===== config.mk =====
export PLATFORM = sky130hd
export DESIGN_NAME = mod2011_residue_accum
export DESIGN_NICKNAME = d
export VERILOG_FILES = /design/src/rtl/mod2011_residue_accum.sv
export SDC_FILE = /design/constraint.sdc
export NUM_CORES = 1
export LEC_CHECK = 0
export BUFFER_PORTS_ARGS = -buffer_cell sky130_fd_sc_hd__buf_2
export CORE_ASPECT_RATIO = 1.25
export CORE_MARGIN = 1
export CORE_UTILIZATION = 57
export DETAILED_ROUTE_END_ITERATION = 16
export PLACE_DENSITY = 0.8
export SLEW_MARGIN = 20
export SYNTH_ARGS = -nofsm -noshare
export SYNTH_HDL_FRONTEND = slang
export SYNTH_SLANG_ARGS = --single-unit

===== constraint.sdc =====
create_clock -name clk -period 4.08 [get_ports clk]
set_clock_uncertainty 0.2 [all_clocks]
set_input_delay 0.816 -clock clk [delete_from_list [all_inputs] [get_ports clk]]
set_output_delay 0.816 -clock clk [all_outputs]
set_load 0.05 [all_outputs]

===== src/rtl/mod2011_residue_accum.sv =====
// Streaming mod-MOD accumulator for per-chunk residues, one beat per cycle, frame result on last beat.
// Optional input range check and sticky error flag enabled by defining MOD2011_RANGE_CHK_EN.
module mod2011_residue_accum #(
  parameter int MOD = 2011,
  parameter int W   = 11,
  parameter int CW  = 5
) (
  input  logic          clk,
  input  logic          rst_n,
  input  logic          in_valid,
  output logic          in_ready,
  input  logic [W-1:0]  in_res,
  input  logic          in_last,
  output logic          out_valid,
  input  logic          out_ready,
  output logic [W-1:0]  out_res,
  output logic [CW-1:0] out_cnt,
  output logic          err
);

  localparam logic ACC  = 1'b0;
  localparam logic HOLD = 1'b1;

  localparam logic [W:0] MOD_X = (W+1)'(MOD);

  logic          state;
  logic [W-1:0]  acc;
  logic [CW-1:0] cnt;
  logic          frame_err;

  logic          in_bad;
  logic [W-1:0]  r;
  logic [W:0]    s;
  logic [W-1:0]  new_acc;
  logic [CW-1:0] next_cnt;

`ifdef MOD2011_RANGE_CHK_EN
  // Out-of-range residues are folded back once and flagged for the frame.
  always_comb begin
    in_bad = ({1'b0, in_res} >= MOD_X);
    r      = in_bad ? W'({1'b0, in_res} - MOD_X) : in_res;
  end
`else
  always_comb begin
    in_bad = 1'b0;
    r      = in_res;
  end
`endif

  always_comb begin
    s        = {1'b0, acc} + {1'b0, r};
    new_acc  = W'((s >= MOD_X) ? (s - MOD_X) : s);
    next_cnt = (cnt == {CW{1'b1}}) ? cnt : cnt + CW'(1);
  end

  assign in_ready = (state == ACC);

  always_ff @(posedge clk or negedge rst_n) begin
    if (!rst_n) begin
      state     <= ACC;
      acc       <= '0;
      cnt       <= '0;
      frame_err <= 1'b0;
      out_valid <= 1'b0;
      out_res   <= '0;
      out_cnt   <= '0;
      err       <= 1'b0;
    end else begin
      case (state)
        ACC: begin
          if (in_valid) begin
            if (in_last) begin
              out_res   <= new_acc;
              out_cnt   <= next_cnt;
              err       <= frame_err | in_bad;
              out_valid <= 1'b1;
              acc       <= '0;
              cnt       <= '0;
              frame_err <= 1'b0;
              state     <= HOLD;
            end else begin
              acc       <= new_acc;
              cnt       <= next_cnt;
              frame_err <= frame_err | in_bad;
            end
          end
        end
        HOLD: begin
          if (out_ready) begin
            out_valid <= 1'b0;
            err       <= 1'b0;
            state     <= ACC;
          end
        end
        default: state <= ACC;
      endcase
    end
  end

endmodule


==> run summary, run 1 <==
worst-case clock buffer depth = 2
Post-DP Area = 2446 um^2
xor/xnor cell area share of the yosys netlist = 5.837%
Fillers = 315
initial antenna violation count = 0
crit share post-route = 84.98%
H-tree depth = 2
Num CTS Buffers = 5
Area Overhead vs Synth = 12.73%
port buffer count = 33
Overflow after GRT = 0
Hold Crit Class = register to register
standby leakage power = 1.201 nW
Crit. End Element = register
crit start category = input pin
DRT antenna net count = 0
Netlist cell types = 63
Setup TNS = 0 ns
Post-synth EDFFs = 0
DIE WIDTH = 58.21 um
DRC viols = 0
Total GRT Usage = 24.17%
Async S/R FF share, synth = 100.0%
Adder-Cell Fraction of Synth Area = 8.116%
core area = 3785 um^2
Seq. cell area = 850.8 um^2
first-pass GRT wire length = 7.721 mm
Yosys reg bits = 34
clock sinks = 34
post-synthesis mux area share = 2.890%
dpl cells = 320
PwrDens = 874.5 nW/um^2
multi-input logic area = 1348 um^2
RSZ-0062 raised after global routing = false
main combinational cell family by area after synthesis = compound AO/OA/AOI/OAI gates
nets = 303
status = complete, no violations
Hold WS = 0.2710 ns
sequential area share after synthesis = 37.80%
RePlAce Congestion = 0.8504
Ys Warns = 0
Final Instance Count excl. Fillers = 328
vias = 1860
Pwr Total = 2.219 mW
dpl ws = 0.3372 ns
Post-CTS Hold Buffers = 0
Slew Viols, Final = 0
Synth Area per Inst = 9.379 um^2
Worst Tran Pin Value = 0.9112 ns
CTS tree = built
post-CTS sizing = 0
share of cells above drive strength 1 = 23.72%
effective utilization at floorplan = 59.47%
Clock Pin Slew Worst Setup and Hold Paths = 0.07 ns
largest net degree at the start of global routing = 35
endpoints failing hold = 0
WP data arrival = 3.40 ns
Synth Instances = 240
crit path kind = input pin to register
fin area = 2537 um^2
CP Max Fanout = 5
Die H = 72.26 um
setup bufs post-CTS = 0
Worst slew margin = 39.11%
TritonRoute pass-1 iters = 4
initial DRC count = 81
Compound-Gate Fraction of Synth Area = 23.85%
worst vdd rail ir drop = 433.1 uV
Worst EP required = 4.01 ns
via density per instance = 5.671
row count = 25
Mapped Area = 2251 um^2
Util after Layout = 67.04%
ANT cells = 0
clock root buffer = clkbuf_8
vias in the first global route = 1715
Syn Nets = 270
DP Wirelength = 3.489 mm
fin crit period = 3.467 ns
die area = 4206 um^2
Synth Area in Simple Gates = 19.01%
Clock Latency Late Sink = 0.28 ns
FMAX = 288.4 MHz
max-cap viol count = 0
routed len/inst = 14.29 um
Top Ports = 35
final wirelength = 4.687 mm
ys flop type = dfrtp_1
most frequent cells in the layout = nand2_1 (34), dfrtp_1 (34), buf_2 (33), o21ai_0 (24), a21oi_1 (18)
slack of the critical path = 0.6130 ns
final setup fails = 0
## cell families after synthesis
logic type                 Yosys count
and+or+nand+nor                     82
AOI/OAI and AO/OA                   77
DFF                                 34
xor gates and xnor gates            15
adders and majority gates           14
buffers and inverters               11
muxes                                6
other                                1
## power breakdown
part,internal (mW),switching [mW]
clock network,0.136,0.114
logic,0.521,0.907
registers,0.459,0.0825
## state kept, by name, indices dropped and copies added, names as in the netlist
register / cells
out_res: 11
state: 1
cnt: 5
out_cnt: 5
out_valid: 1
acc: 11
## final timing paths
| check | cells past startpoint | start | slack [ns] | to |
|---|---|---|---|---|
| setup reg to reg | 10 | acc[0] | 0.85 | out_res[7] |
| max in group asynchronous | 1 | rst_n | 2.82 | out_cnt[0] |
| min in group asynchronous | 1 | rst_n | 0.39 | out_res[2] |
| hold reg to reg | 2 | out_cnt[0] | 0.27 | out_cnt[0] |
| setup / recovery | 11 | in_res[0] | 0.61 | out_res[7] |
| hold / removal | 2 | out_cnt[0] | 0.27 | out_cnt[0] |
## cell type report
cell class / count / share of cell area [%]
multi-input combinational: 195 / 53.11
sequential: 34 / 33.53
timing repair buffer: 33 / 6.509
clock buffer: 7 / 3.402
tap: 54 / 2.663
inverter: 4 / 0.5917
clock inverter: 1 / 0.1972
## critical path: stages
cell and delay [ns]:
buf_2 0.10, ha_1 0.22, fa_1 0.43, a21o_1 0.24
a21o_1 0.21, or4_4 0.50, o2111ai_2 0.14, a41o_2 0.31
nand2_1 0.08, xnor2_1 0.22, o21ai_0 0.11
## metal layers
layer	share of wire, %	wire (um)	global-route usage, %
met1	45	2126	31.60
met2	49	2304	39.21
met3	4.2	196	5.526
met4	1.3	59	8.995
met5	0	0	0
## cells in the mapped netlist, types with 2 or more instances
master     n  area (um^2)
inv_1      3        11.26
a31oi_1    2        12.51
nand2_1   34        127.6
ha_1      13        162.7
and3_1     3        18.77
dfrtp_1   34        850.8
a22o_1     2        17.52
mux2i_1    2        20.02
nand2b_1   4        25.02
or2_2      2        12.51
mux2_2     4        45.04
clkbuf_1   5        18.77
and2_1     4        25.02
xnor2_1   10        87.58
a21o_1     5        37.54
xor2_1     5        43.79
nor2_1    11        41.29
a41o_2     2        22.52
and2b_1    2        15.01
nand4_1    2        12.51
a21oi_1   18        90.09
nand3_1    6        30.03
nor3b_1    2        15.01
o21ai_1    3        15.01
o21ai_0   24        120.1
No activity file was read; power rests on OpenSTA's default activity.
==> run 2, diff against run 1 <==
--- a/config.mk
+++ b/config.mk
@@ -8,9 +8,9 @@
 export BUFFER_PORTS_ARGS = -buffer_cell sky130_fd_sc_hd__buf_2
 export CORE_ASPECT_RATIO = 1.25
 export CORE_MARGIN = 1
-export CORE_UTILIZATION = 57
+export CORE_UTILIZATION = 51
 export DETAILED_ROUTE_END_ITERATION = 16
-export PLACE_DENSITY = 0.8
+export PLACE_DENSITY = 0.76
 export SLEW_MARGIN = 20
 export SYNTH_ARGS = -nofsm -noshare
 export SYNTH_HDL_FRONTEND = slang
==> constraint.sdc (replaced) <==
create_clock -name clk -period 3 [get_ports clk]
set_clock_uncertainty 0.2 [all_clocks]
set_input_delay 0.6 -clock clk [delete_from_list [all_inputs] [get_ports clk]]
set_output_delay 0.6 -clock clk [all_outputs]
set_load 0.05 [all_outputs]
==> run 2 against run 1 <==
Effect of this change:
- the run now ends with negative setup slack left
- worst setup slack got worse by 0.67 ns
- utilization increased by 5.9 points
- sequential power increased by 37%
- via count increased by 12%
- critical path depth decreased by 1
- combinational power increased by 96%
==> run summary, run 2 (same netlist as run 1, synthesis figures left out) <==
Hold Crit Class = input pin to asynchronous set/reset pin
CP max-delay cell = dfrtp_1
CP most frequent cell = a21o_1
Worst EP required = 2.97 ns
Clock Pin Slew Worst Setup and Hold Paths = 0.06 ns
endpoints failing hold = 0
clock root buffer = clkbuf_8
RePlAce Congestion = 0.8191
CTS tree = built
crit-path cells = ha_4 > fa_2 > a21o_1 > a21o_1 > o31a_2 > o31ai_4 > a41oi_4 > nor2_4 > xnor2_2 > mux2_2
via density per instance = 5.586
crit start category = register
RSZ-0062 raised after global routing = true
DRT antenna net count = 0
Area Overhead vs Synth = 35.02%
initial DRC count = 117
Clock Latency Late Sink = 0.28 ns
crit path kind = register to register
Top Ports = 35
Pwr Total = 3.848 mW
row count = 26
WP buf/inv = 0
Fillers = 330
fin area = 3039 um^2
Hold WS = 0.1765 ns
Total GRT Usage = 25.11%
effective utilization at floorplan = 54.06%
WP data arrival = 3.03 ns
initial antenna violation count = 0
PwrDens = 1266 nW/um^2
core area = 4164 um^2
R2R Path Start = acc[0]
status = finished with violations
Post-DP Area = 2781 um^2
most common cell after layout, fill and taps aside = buf_4
routed len/inst = 15.29 um
largest net degree at the start of global routing = 35
TritonRoute pass-1 iters = 4
standby leakage power = 1.463 nW
crit share post-route = 102.0%
Worst slew margin = 51.27%
Overflow after GRT = 0
FMAX = 326.9 MHz
max incr delay on CP = 0.42 ns
Largest regs = acc (11), out_res (11)
DRC viols = 0
Die H = 76.28 um
Crit. End Element = register
clock sinks = 34
first-pass GRT wire length = 8.928 mm
Num CTS Buffers = 5
port buffer count = 33
DIE WIDTH = 61.42 um
final wirelength = 5.720 mm
Slew Viols, Final = 0
failing checks = negative setup slack
slack of the critical path = -0.05860 ns
vias in the first global route = 2054
Crit. Startpoint = acc[0]
worst-case clock buffer depth = 2
nets = 348
share of cells above drive strength 1 = 40.25%
vias = 2089
worst vdd rail ir drop = 635.9 uV
CP Max Fanout = 4
Worst Tran Pin Value = 0.7309 ns
final setup fails = 10
Final Instance Count excl. Fillers = 374
H-tree depth = 2
DP Wirelength = 3.967 mm
max-cap viol count = 0
Util after Layout = 72.99%
dpl cells = 360
die area = 4685 um^2
most frequent cells in the layout = buf_4 (45), dfrtp_1 (34), nand2_1 (33), buf_2 (33), a21oi_1 (18)
fin crit period = 3.059 ns
CP top delay family = compound AO/OA/AOI/OAI gates
ANT cells = 0
-- run 2: routing by layer --
layer / global-route usage [%] / routed length [um]
met5: 0 / 0
met4: 7.778 / 124
met3: 4.584 / 145
met2: 42.17 / 3004
met1: 31.92 / 2445
-- run 2: path summary, 6_finish.rpt --
kind	cells after the start	endpoint	slack, ns
worst max-delay path	10	out_res[5]	-0.06
worst min-delay path	1	out_valid	0.18
worst max register to register	10	out_res[5]	-0.06
worst min register to register	2	out_valid	0.27
max in group asynchronous	1	out_res[8]	1.95
min in group clk	2	out_valid	0.27
-- run 2: worst register-to-register path, delay by kind of cell (launching register included) --
family | cells | cell delay, ns
AO/OA/AOI/OAI | 5 | 1.32
XOR/XNOR | 1 | 0.09
adder cells (fa/ha/maj) | 2 | 0.51
flip-flops | 1 | 0.42
multiplexers | 1 | 0.26
AND/OR/NAND/NOR | 1 | 0.14
-- run 2: metrics by stage --
stage	setup WS [ns]	setup TNS, ns
3_3_place_gp	-0.2814	-4.859
6_report	-0.05860	-0.2335
4_1_cts	-0.003427	-0.003427
2_1_floorplan	-0.06792	-0.2228
5_1_grt	-0.1411	-1.637
3_5_place_dp	-0.3417	-6.004
-- run 2: power breakdown --
part / internal (mW) / switching, mW
Clock: 0.155 / 0.152
Sequential: 0.624 / 0.119
Combinational: 1.24 / 1.55
Total: 2.02 / 1.82
-- run 2: cell type report --
cell class	count	area, um^2	share of cell area (%)
Sequential cell	34	850.8	28.00
Tap cell	56	70.07	2.305
Clock inverter	2	10.01	0.3294
Clock buffer	5	68.82	2.264
Timing Repair Buffer	78	503.0	16.55
Inverter	4	15.01	0.4940
Multi-Input combinational cell	195	1521	50.06
-- run 2: what timing repair did --
item                                    CTS  global route
hold buffers                              0             0
setup buffers                             4             3
endpoints found under the setup margin   14            20
resized for setup                         0            31
pin swaps                                 8             8
